## config.mk

```make
export PLATFORM = sky130hd
export DESIGN_NAME = sram_like_arbiter
export DESIGN_NICKNAME = d
export VERILOG_FILES = /design/src/rtl/sram_like_arbiter.sv
export SDC_FILE = /design/constraint.sdc
export NUM_CORES = 1
export LEC_CHECK = 0
export ABC_CLOCK_PERIOD_IN_PS = 2100
export CAP_MARGIN = 0
export CORE_AREA = 5 5 122 124
export DETAILED_ROUTE_END_ITERATION = 7
export DIE_AREA = 0 0 127 129
export GPL_TIMING_DRIVEN = 0
export SYNTH_ARGS = -nofsm -noshare
export SYNTH_HDL_FRONTEND = slang
export SYNTH_SLANG_ARGS = --single-unit
```

## constraint.sdc

```tcl
create_clock -name clk -period 2.1 [get_ports clk]
set_clock_uncertainty 0.05 [all_clocks]
set_input_delay 0.525 -clock clk [delete_from_list [all_inputs] [get_ports clk]]
set_output_delay 0.525 -clock clk [all_outputs]
set_load 0.005 [all_outputs]
```

## src/rtl/sram_like_arbiter.sv

```systemverilog
// sram_like_arbiter: shares one SRAM-like slave between the inst and data masters,
// with fixed data priority, a request lock and an in-order owner FIFO for responses.
module sram_like_arbiter #(
  parameter int OUTSTANDING = 2
) (
  input  logic        clk,
  input  logic        resetn,
  input  logic        inst_sram_req,
  input  logic        inst_sram_wr,
  input  logic [1:0]  inst_sram_size,
  input  logic [3:0]  inst_sram_wstrb,
  input  logic [31:0] inst_sram_addr,
  input  logic [31:0] inst_sram_wdata,
  output logic        inst_sram_addr_ok,
  output logic        inst_sram_data_ok,
  output logic [31:0] inst_sram_rdata,
  input  logic        data_sram_req,
  input  logic        data_sram_wr,
  input  logic [1:0]  data_sram_size,
  input  logic [3:0]  data_sram_wstrb,
  input  logic [31:0] data_sram_addr,
  input  logic [31:0] data_sram_wdata,
  output logic        data_sram_addr_ok,
  output logic        data_sram_data_ok,
  output logic [31:0] data_sram_rdata,
  output logic        mem_req,
  output logic        mem_wr,
  output logic [1:0]  mem_size,
  output logic [3:0]  mem_wstrb,
  output logic [31:0] mem_addr,
  output logic [31:0] mem_wdata,
  input  logic        mem_addr_ok,
  input  logic        mem_data_ok,
  input  logic [31:0] mem_rdata
);
  localparam int PW = OUTSTANDING > 1 ? $clog2(OUTSTANDING) : 1;
  localparam int CW = $clog2(OUTSTANDING + 1);
  logic [OUTSTANDING-1:0] r_fifo;
  logic [PW-1:0]          r_rd_ptr, r_wr_ptr;
  logic [CW-1:0]          r_count;
  logic                   r_lock, r_lock_owner;
  logic                   w_owner, w_req, w_pop, w_room, w_push, w_head;
  function automatic logic [PW-1:0] nxt(input logic [PW-1:0] p);
    return (p == PW'(OUTSTANDING - 1)) ? '0 : p + 1'b1;
  endfunction
  // A pop frees a slot in the same cycle, so a full FIFO can still accept.
  always_comb begin
    w_owner           = r_lock ? r_lock_owner : data_sram_req;
    w_req             = w_owner ? data_sram_req : inst_sram_req;
    w_pop             = resetn & mem_data_ok & (|r_count);
    w_room            = (r_count < CW'(OUTSTANDING)) | w_pop;
    mem_req           = resetn & w_req & w_room;
    w_push            = mem_req & mem_addr_ok;
    mem_wr            = w_owner ? data_sram_wr    : inst_sram_wr;
    mem_size          = w_owner ? data_sram_size  : inst_sram_size;
    mem_wstrb         = w_owner ? data_sram_wstrb : inst_sram_wstrb;
    mem_addr          = w_owner ? data_sram_addr  : inst_sram_addr;
    mem_wdata         = w_owner ? data_sram_wdata : inst_sram_wdata;
    inst_sram_addr_ok = w_push & ~w_owner;
    data_sram_addr_ok = w_push & w_owner;
    w_head            = r_fifo[r_rd_ptr];
    inst_sram_data_ok = w_pop & ~w_head;
    data_sram_data_ok = w_pop & w_head;
    inst_sram_rdata   = mem_rdata;
    data_sram_rdata   = mem_rdata;
  end
  always_ff @(posedge clk) begin
    if (!resetn) begin
      r_fifo       <= '0;
      r_rd_ptr     <= '0;
      r_wr_ptr     <= '0;
      r_count      <= '0;
      r_lock       <= 1'b0;
      r_lock_owner <= 1'b0;
    end else begin
      if (w_push) begin
        r_fifo[r_wr_ptr] <= w_owner;
        r_wr_ptr         <= nxt(r_wr_ptr);
      end
      if (w_pop) r_rd_ptr <= nxt(r_rd_ptr);
      r_count <= r_count + CW'(w_push) - CW'(w_pop);
      if (w_push) r_lock <= 1'b0;
      else if (mem_req & ~mem_addr_ok) begin
        r_lock       <= 1'b1;
        r_lock_owner <= w_owner;
      end
    end
  end
endmodule

```

==> impl_table.tex <==
\begin{tabular}{lr}
\hline
Metric & Value \\
\hline
\multicolumn{2}{l}{\textbf{Status}} \\
Status & complete, but fails checks \\
Violated checks & negative setup slack \\
\multicolumn{2}{l}{\textbf{STA}} \\
Transition at the pin with the smallest max-transition slack & 251 ps \\
Setup TNS & -9220 ps \\
Crit path time final & around 2300 ps \\
Worst Hold Slack & between 400 and 500 ps \\
Post-route setup slack & -178 ps \\
Hold Vio Cnt, Final & 0 \\
Fmax & approximately 440 MHz \\
Final count of pins violating max slew & 0 \\
Share of the cycle needed by the critical path after routing & 1.08 \\
Worst slew margin & 0.832 \\
Final setup violation count & 71 \\
Setup repair after global routing missed its margin & yes \\
\multicolumn{2}{l}{\textbf{Yosys}} \\
Unique cell type count in the Yosys netlist & 23 \\
Mean area per synthesized cell & about 9 µm² \\
Register area share after synthesis & 0.0919 \\
Synthesized instance count & 191 \\
Mapped Nets & 372 \\
Post-Synthesis Cell Area & 1740 µm² \\
Number of storage elements in the synthesis netlist & 8 \\
Synth warnings & 0 \\
\multicolumn{2}{l}{\textbf{Power}} \\
VDD IR-drop max & $\sim$0.00020 V \\
Lkg Pwr & 2.72 nW \\
Pwr Total & 0.00206 W \\
Pwr/cell area & 352 nW/µm² \\
\multicolumn{2}{l}{\textbf{Setup path}} \\
Signal arrival time at the worst endpoint & 1700 ps \\
Startpoint Class & register \\
Cell-by-cell trace of the critical path & mux2i\_4 > buf\_12 > buf\_8 > buf\_6 > mux2\_4 > buf\_6 \\
Worst Reg-to-Reg Cells & 9 \\
Startpoint of the worst register-to-register path & r\_lock\_owner\$\_SDFFE\_PN0P\_ \\
Number of buffer and inverter instances along the worst setup path & 4 \\
CP Class & reg -> out \\
Cell with the largest stage delay on the worst path & sky130\_fd\_sc\_hd\_\_dfxtp\_4 \\
Required time worst endpoint & 1520 ps \\
Nature of the critical path endpoint & output port \\
Endpoint of the most critical register-to-register path & r\_count[1]\$\_SDFF\_PN0\_ \\
Worst-path maximum fanout & 6 \\
Flop2flop setup slack & roughly 100 ps \\
Kind of cell with the highest combined delay on the critical path & multiplexers \\
Dominant cell type by count on the critical path & sky130\_fd\_sc\_hd\_\_buf\_6 \\
Delay of the slowest cell on the worst path & about 350 ps \\
\multicolumn{2}{l}{\textbf{Detailed routing}} \\
Violation count after the first detailed-route iteration & 53 \\
Remaining design rule violation count & 0 \\
Routed length per placed instance & approximately 18 µm \\
Antenna viol nets, final & 0 \\
Detail-routed via count per cell & 3.69 \\
First-pass iteration count of the detailed router & 4 \\
Routed wire length & about 12,000 µm \\
Vias post-DR & $\sim$2,600 \\
\multicolumn{2}{l}{\textbf{Placement}} \\
Count of buffers from port buffering & 286 \\
Worst slack at placement & -1520 ps \\
Last weighted congestion value of the routability-driven placer & just over 0.8 \\
Detailed placer's ending HPWL & $\sim$10,000 µm \\
\multicolumn{2}{l}{\textbf{Floorplan}} \\
Die outline area & around 16,000 µm² \\
Width of the die & about 130 µm \\
I/O pin count & 320 \\
Initial cell density of the core & 0.128 \\
Vert. Die Dim & $\sim$130 µm \\
Core box area & 13,700 µm² \\
\# rows & 43 \\
\multicolumn{2}{l}{\textbf{Run}} \\
Max-cap violations & 0 \\
\multicolumn{2}{l}{\textbf{Global route}} \\
Leftover overflow at the end of global routing & 0 \\
Number of antenna violations at the first check in global routing & 0 \\
Wire length of the first global-routing pass & 16,600 µm \\
GR Util All Layers & 0.129 \\
Number of global-route vias before repair & $\sim$2,900 \\
Maximum number of pins on one net before global-route repair & 10 \\
\multicolumn{2}{l}{\textbf{Clocking}} \\
Total number of clock tree sinks & 8 \\
Count of hold buffers inserted by post-cts repair & 0 \\
Clk Latency, worst-skew pair & 230 ps \\
Clock transition at path regs & 40 ps \\
Clock tree from TritonCTS & yes \\
Cell at the root of the clock tree & sky130\_fd\_sc\_hd\_\_clkbuf\_16 \\
Count of H-tree levels built during CTS & 1 \\
Number of buffers on the longest clock path & 2 \\
CTS Buf Count & 3 \\
\multicolumn{2}{l}{\textbf{Layout}} \\
Most common cell after layout, fill and taps aside & sky130\_fd\_sc\_hd\_\_clkdlybuf4s50\_1 \\
Total number of nets in the final design & 702 \\
Layout overhead on the synthesized area & 235\% \\
Diodes inserted & 0 \\
Fill cell instance count of the final layout & 1,305 \\
Layout cell share with drive strength beyond 1 & 0.530 \\
Final Util & 0.428 \\
Commonest cells after routing, fill and taps aside & sky130\_fd\_sc\_hd\_\_clkdlybuf4s50\_1, sky130\_fd\_sc\_hd\_\_buf\_6, sky130\_fd\_sc\_hd\_\_buf\_4 \\
\multicolumn{2}{l}{\textbf{Hold path}} \\
Type of the tightest min-delay check & reg -> reg \\
Hold\_sp & r\_wr\_ptr\$\_SDFFE\_PN0P\_ \\
End of the worst hold path & r\_fifo[0]\$\_SDFFE\_PN0P\_ \\
Cell depth of the worst hold path & 1 \\
\hline
\end{tabular}
## registers in the layout (all words and copies together) (netlist names)
| signal | flops |
|---|---|
| r_lock_owner | 1 |
| r_count | 2 |
| r_fifo | 2 |
| r_wr_ptr | 1 |
| r_rd_ptr | 1 |
| r_lock | 1 |
## repair_timing
action	in CTS	in global routing
setup endpoints to repair	81	74
cloned	3	0
gates resized for setup	499	30
setup buffers	36	5
pin swaps	3	5
## worst max path at each step
stage                         end  cells after the start  slack (ps)           startpoint
CTS                  mem_addr[14]                      7        -230  r_lock$_SDFFE_PP0P_
floorplan             mem_addr[0]                      3          60        data_sram_req
global placement    mem_wdata[25]                      5       -1470        data_sram_req
detailed placement   mem_wstrb[2]                      5       -1520        data_sram_req
global route               mem_wr                      6        -230  r_lock$_SDFFE_PP0P_
finish                     mem_wr                      6        -180  r_lock$_SDFFE_PP0P_
## per-layer routing
metal | share of wire | global-route usage
met2 | 0.56 | 0.259
met4 | 0.0045 | 0.0132
met5 | 0 | 0
met1 | 0.34 | 0.133
met3 | 0.10 | 0.0436
## layout make-up
type	count	area [µm²]	share of cell area
clock buffer	3	75.1	0.0128
tap	180	225	0.0385
buffer	73	609	0.104
timing repair buffer	325	3400	0.581
multi-input combinational	105	1350	0.231
sequential	8	168	0.0287
inverter	5	18.8	0.00321
## Yosys cell counts (all sizes together)
cell type | number | area share
a2111o | 1 | 0.0065
a211oi | 1 | 0.0043
a21oi | 1 | 0.0029
a221oi | 1 | 0.0050
and2 | 1 | 0.0036
buf | 73 | 0.30
dfxtp | 8 | 0.092
ha | 1 | 0.0072
inv | 5 | 0.011
mux2 | 71 | 0.46
mux2i | 5 | 0.031
nand2 | 4 | 0.0086
nand3 | 1 | 0.0029
nor2 | 5 | 0.011
nor2b | 2 | 0.0072
o211ai | 3 | 0.013
o21ai | 2 | 0.0057
o31ai | 2 | 0.0086
or3 | 1 | 0.0036
xnor2 | 2 | 0.010
xor2 | 1 | 0.0050
## cells by family after synthesis
family / synth area share
buf+inv: 0.314
fa+ha+maj: 0.00718
compound gates: 0.0459
mux: 0.490
xor+xnor: 0.0151
flops: 0.0919
simple gates: 0.0366
## stage by stage
step / std cells / instance area [µm²]
floorplan: 191 / 1740
global placement: 657 / 4830
detailed placement: 657 / 4830
CTS: 697 / 5770
global route: 699 / 5850
finish: 699 / 5850
## worst register-to-register path, delay by kind of cell, from the launching register on
kind / cells / cell delay (ps)
fa+ha+maj: 1 / 200
buf+inv: 2 / 260
xor+xnor: 2 / 290
simple gates: 1 / 60
flops: 1 / 350
mux: 2 / 270
compound gates: 1 / 420
## where the power goes
group / internal [W] / switching, W / total, W
registers: 0.000173 / 0.0000192 / 0.000193
clock network: 0.000245 / 0.0000707 / 0.000316
logic: 0.00111 / 0.000440 / 0.00155
total: 0.00153 / 0.000530 / 0.00206
Note: power is estimated with default switching activity, not from simulation.
